==> src/rtl/bcd_decrementor.sv <==
// bcd_decrementor: multi-digit packed-BCD down-counter.
//
// A preset is loaded into the count. `start` arms counting from IDLE. Each
// `tick` in RUN then removes one unit from the least significant digit, with a
// decimal borrow into the higher digits. `done` pulses on the edge that writes
// zero into the count.
//
// Control inputs:
//   `load`, `start` and `tick` are level-sampled single-cycle qualifiers. There
//   is no ready/acknowledge: every rising edge on which an input is high
//   consumes it. When several are high in the same cycle, the priority is
//   load > start > tick. `start` has no effect in RUN, so a tick that arrives
//   together with `start` in RUN still decrements.
//
// Invariant: the count register only ever holds valid BCD. An invalid preset
// is replaced by zero and flagged on `err`.
module bcd_decrementor #(
  parameter int DIGITS = 3,
  parameter bit WRAP   = 1'b0
) (
  input  logic                  clk,
  input  logic                  reset_n,
  input  logic                  load,
  input  logic [4*DIGITS-1:0]   bcd_in,
  input  logic                  start,
  input  logic                  tick,
  output logic [4*DIGITS-1:0]   bcd_out,
  output logic                  busy,
  output logic                  done,
  output logic                  err,
  output logic [0:0]            state
);

  localparam int W = 4 * DIGITS;

  localparam logic [0:0] ST_IDLE = 1'b0;
  localparam logic [0:0] ST_RUN  = 1'b1;

  logic [0:0]   state_q, state_d;
  logic [W-1:0] count_q, count_d;
  logic         err_q, err_d;
  logic         done_q, done_d;

  logic         in_valid;
  logic [W-1:0] dec_value;
  logic         borrow;
  logic         count_is_zero;
  logic         dec_is_zero;

  // Preset check: every nibble of bcd_in must be a decimal digit.
  always_comb begin
    in_valid = 1'b1;
    for (int i = 0; i < DIGITS; i++) begin
      if (bcd_in[4*i +: 4] > 4'd9) begin
        in_valid = 1'b0;
      end
    end
  end

  // Combinational borrow chain. A zero count rolls to all-nines, which gives
  // the wrap value without any extra logic.
  always_comb begin
    borrow    = 1'b1;
    dec_value = count_q;
    for (int i = 0; i < DIGITS; i++) begin
      if (borrow) begin
        if (count_q[4*i +: 4] == 4'd0) begin
          dec_value[4*i +: 4] = 4'd9;
        end else begin
          dec_value[4*i +: 4] = count_q[4*i +: 4] - 4'd1;
          borrow              = 1'b0;
        end
      end
    end
  end

  assign count_is_zero = (count_q == '0);
  assign dec_is_zero   = (dec_value == '0);

  // Next-state logic: load overrides everything, start matters only in IDLE,
  // and tick matters only in RUN.
  always_comb begin
    state_d = state_q;
    count_d = count_q;
    err_d   = err_q;
    done_d  = 1'b0;
    if (load) begin
      state_d = ST_IDLE;
      if (in_valid) begin
        count_d = bcd_in;
        err_d   = 1'b0;
      end else begin
        count_d = '0;
        err_d   = 1'b1;
      end
    end else if (state_q == ST_IDLE) begin
      if (start && !err_q) begin
        if (count_is_zero) begin
          done_d = 1'b1;
        end else begin
          state_d = ST_RUN;
        end
      end
    end else if (tick) begin
      if (count_is_zero) begin
        // Only reachable with WRAP=1. A zero seen in RUN without wrap is
        // treated as a finished count.
        if (WRAP) begin
          count_d = dec_value;
        end else begin
          state_d = ST_IDLE;
        end
      end else begin
        count_d = dec_value;
        if (dec_is_zero) begin
          done_d = 1'b1;
          if (!WRAP) begin
            state_d = ST_IDLE;
          end
        end
      end
    end
  end

  // State, count and flag registers with asynchronous active-low reset.
  always_ff @(posedge clk or negedge reset_n) begin
    if (!reset_n) begin
      state_q <= ST_IDLE;
      count_q <= '0;
      err_q   <= 1'b0;
      done_q  <= 1'b0;
    end else begin
      state_q <= state_d;
      count_q <= count_d;
      err_q   <= err_d;
      done_q  <= done_d;
    end
  end

  assign bcd_out = count_q;
  assign busy    = (state_q == ST_RUN);
  assign done    = done_q;
  assign err     = err_q;
  assign state   = state_q;

endmodule

==> config.mk <==
export PLATFORM = sky130hd
export DESIGN_NAME = bcd_decrementor
export DESIGN_NICKNAME = d
export VERILOG_FILES = /design/src/rtl/bcd_decrementor.sv
export SDC_FILE = /design/constraint.sdc
export NUM_CORES = 1
export LEC_CHECK = 0
export CAP_MARGIN = 20
export CORE_MARGIN = 3
export CORE_UTILIZATION = 40
export DETAILED_ROUTE_END_ITERATION = 16
export DONT_BUFFER_PORTS = 1
export HOLD_SLACK_MARGIN = 0.05
export PLACE_DENSITY_LB_ADDON = 0.12
export SLEW_MARGIN = 5
export SYNTH_ARGS = -nofsm -noshare
export SYNTH_HDL_FRONTEND = slang
export SYNTH_SLANG_ARGS = --single-unit
==> constraint.sdc <==
create_clock -name clk -period 2.6 [get_ports clk]
set_input_delay 0.39 -clock clk [delete_from_list [all_inputs] [get_ports clk]]
set_output_delay 0.39 -clock clk [all_outputs]
set_load 0.1 [all_outputs]
==> metrics.cfg <==
[outcome]
outcome = completed

[critical_path]
reg2reg_from = bcd_out[2]
timing.critical_path.from = bcd_out[2]
worstReg2RegEnd = bcd_out[7]
crit_required_ns = 2.79
critPathMaxFanout = 7
r2r_slack_ns = 0.86
timing.critical_path.to_type = register
start_kind = register
critical_path_arrival_ns = 1.92
worst_setup_path_category = register to register
rr_worst_depth = 4

[floorplanning]
floorplan.die_area_sq_um = 2960
die_span_y_um = 54.4
ios = 33
core_box_area_sq_um = 2080
die_w_um = 54.4
initial_utilization_pct = 45.0
placement_rows = 16

[place]
gp_congestion = 0.879
post-place-ws_ns = 0.846
dp_hpwl_um = 1820
placedInstanceArea_sq_um = 1050
io_buffer_count = 0

[grt]
first_global_vias = 821
globalRoute.totalOverflow = 0
largest_net_degree_at_the_start_of_global_routing = 17
grt_pass1_wl_um = 3750
gr-usage-all-layers_pct = 18.1
grt_antenna_before_repair = 0

[sta]
max_freq_mhz = 575
final-hold-violation-count = 0
min_period_ns = 1.74
report.final.setup_viol = 0
slack_of_the_critical_path_ns = 0.861
grt_setup_unrepaired = false
slew_margin_rel_pct = 35.7
final_max_slew_viol_count = 0
final_min_period_over_clock_period_pct = 66.9
final.setup_skew_ns = 0.00495
setup-tns-final_ns = 0
worst_slew_pin_slew_ns = 0.965

[worst_hold_path]
hold-path-cell-count = 1
hold_path.class = input pin to register
hold_path.startpoint = load
worstHoldEndpoint = bcd_out[3]

[cts]
ctsHtreeMaxLevel = 1
clock_insertion_delay_worst_skew_ns = 0.29
reg_clk_slew_reported_paths_ns = 0.09
clock_tree.root_cell = clkbuf_4
cts.sinks = 15
cts_inserted_buffers = 3
postCtsSetupRepairBufs = 0
cts_buffer_depth = 2
cts_tree = done
post_cts_resized = 0

[synth]
asyncSetResetFlopFracSynth_pct = 100
yosys_warnings = 0
synth_cells = 99
yosys.area.top_type_share_pct = 40.1
synth.area.top_cells = dfrtp_1 (40%), nand2_1 (5.6%), o21ai_0 (4.8%)
synth_seq_area_share_pct = 40.1
synth_largest_area_cell = dfrtp_1
syn_area_sq_um = 937
syn_avg_cell_area_sq_um = 9.47
synth_top_flop_cell = dfrtp_1
synth_nets = 116
postSynthRegisterBits = 15
synth_enable_flop_cells = 0
yosys.cell_types.count = 42

[finish]
antenna_cells_inserted = 0
final_area_sq_um = 1090
mostFrequentLayoutCells = nand2_1 (14), dfrtp_1 (14), buf_4 (13)
area_delta_synth_final_pct = 16.0
fill_cells = 208
final_nets = 131
drive_gt1_share_pct = 22.1

[pwr]
peakVddDrop_uv = 476
leakage_power_figure_nw = 0.451
clock_power_share_pct = 17.1
pwr_density_cell_nw_per_um2 = 724
switchingPower_mw = 0.388
power.switching_fraction_pct = 49.3
pwr-share-comb_pct = 44.4
seq_power_share_pct = 38.5
internal_power_mw = 0.399

[routing]
routed_wire_length_per_instance_um = 16.9
routed_wl_um = 2370
via_count = 864
drc = 0
drt_iter0_drc = 10
firstDrtPassIters = 4
detail_route.vias_per_cell = 6.17
ant_nets = 0

[run]
maxCapViolCount = 0

==> area by class of cell <==
type	count	area, sq um	share of cell area [%]
clock buffers	3	22.5	2.07
repair buffers	14	108	9.90
flip-flops and latches	15	377	34.6
multi-input cells	79	538	49.5
clock inverters	1	5.00	0.460
inverters	1	3.75	0.345
well taps	27	33.8	3.11
==> metrics by stage <==
stage                     util, %  cells  hold WS [ns]  total power [mW]
after global routing         52.2    140         0.181             0.827
after floorplan                 -     99        0.0944             0.587
after global placement       50.4    135        0.0948             0.650
after CTS                    52.2    140         0.198             0.791
after detailed placement     50.4    135        0.0949             0.651
final                        52.2    140         0.201             0.787
==> power by group through the flow <==
stage	Sequential [mW]	Combinational [mW]	Clock (mW)
final	0.303	0.349	0.135
after CTS	0.303	0.350	0.138
after global routing	0.307	0.369	0.151
after detailed placement	0.307	0.344	0
after global placement	0.306	0.344	0
after floorplan	0.458	0.129	0
==> routing by layer <==
| layer | up-vias | GRT usage, % | part of all wire [%] |
|---|---|---|---|
| met5 | - | 0 | 0 |
| met4 | 0 | 7.88 | 1.8 |
| met3 | 4 | 7.90 | 7.0 |
| met2 | 23 | 28.3 | 48 |
| met1 | 418 | 21.2 | 43 |
| li1 | 419 | - | - |
==> cell usage after synthesis, types with 2 or more instances <==
| cell | n |
|---|---|
| or4_1 | 2 |
| nand3_1 | 3 |
| nor2_1 | 8 |
| and3_1 | 2 |
| nor3_1 | 3 |
| mux2i_1 | 2 |
| o21ai_0 | 9 |
| a32o_1 | 2 |
| dfrtp_1 | 15 |
| o221ai_1 | 2 |
| a211oi_1 | 2 |
| nand2_1 | 14 |
| nand4_1 | 4 |
| o211ai_1 | 2 |
| o21a_1 | 2 |
==> state kept, by name (all words and copies together) (netlist names) <==
register	flops
bcd_out	12
err	1
done	1
busy	1
==> worst max path at each step <==
| stage | cells after the start | slack (ns) | endpoint |
|---|---|---|---|
| floorplan | 5 | 0.32 | bcd_out[4] |
| global placement | 4 | 0.86 | bcd_out[0] |
| detailed placement | 4 | 0.85 | bcd_out[0] |
| CTS | 4 | 0.83 | bcd_out[0] |
| global route | 4 | 0.70 | bcd_out[8] |
| finish | 4 | 0.86 | bcd_out[7] |
==> cell families after synthesis <==
logic type | share of synthesized area (%)
buffers and inverters | 2.54
AND/OR/NAND/NOR | 30.6
flip-flops | 40.1
AO/OA/AOI/OAI | 22.8
XOR/XNOR | 1.87
multiplexers | 2.14
==> worst max-delay path, cell delays in order, from the launching register on <==
cell and delay, ns:
dfrtp_1 0.48, or4_1 0.56, nor3_1 0.28, o221ai_1 0.17, o2bb2ai_1 0.14
==> repair_timing <==
action,CTS,global route
endpoints found under the hold margin,15,0
hold buffers,1,0
setup endpoints to repair,0,0
No activity file was read; power rests on OpenSTA's default activity.
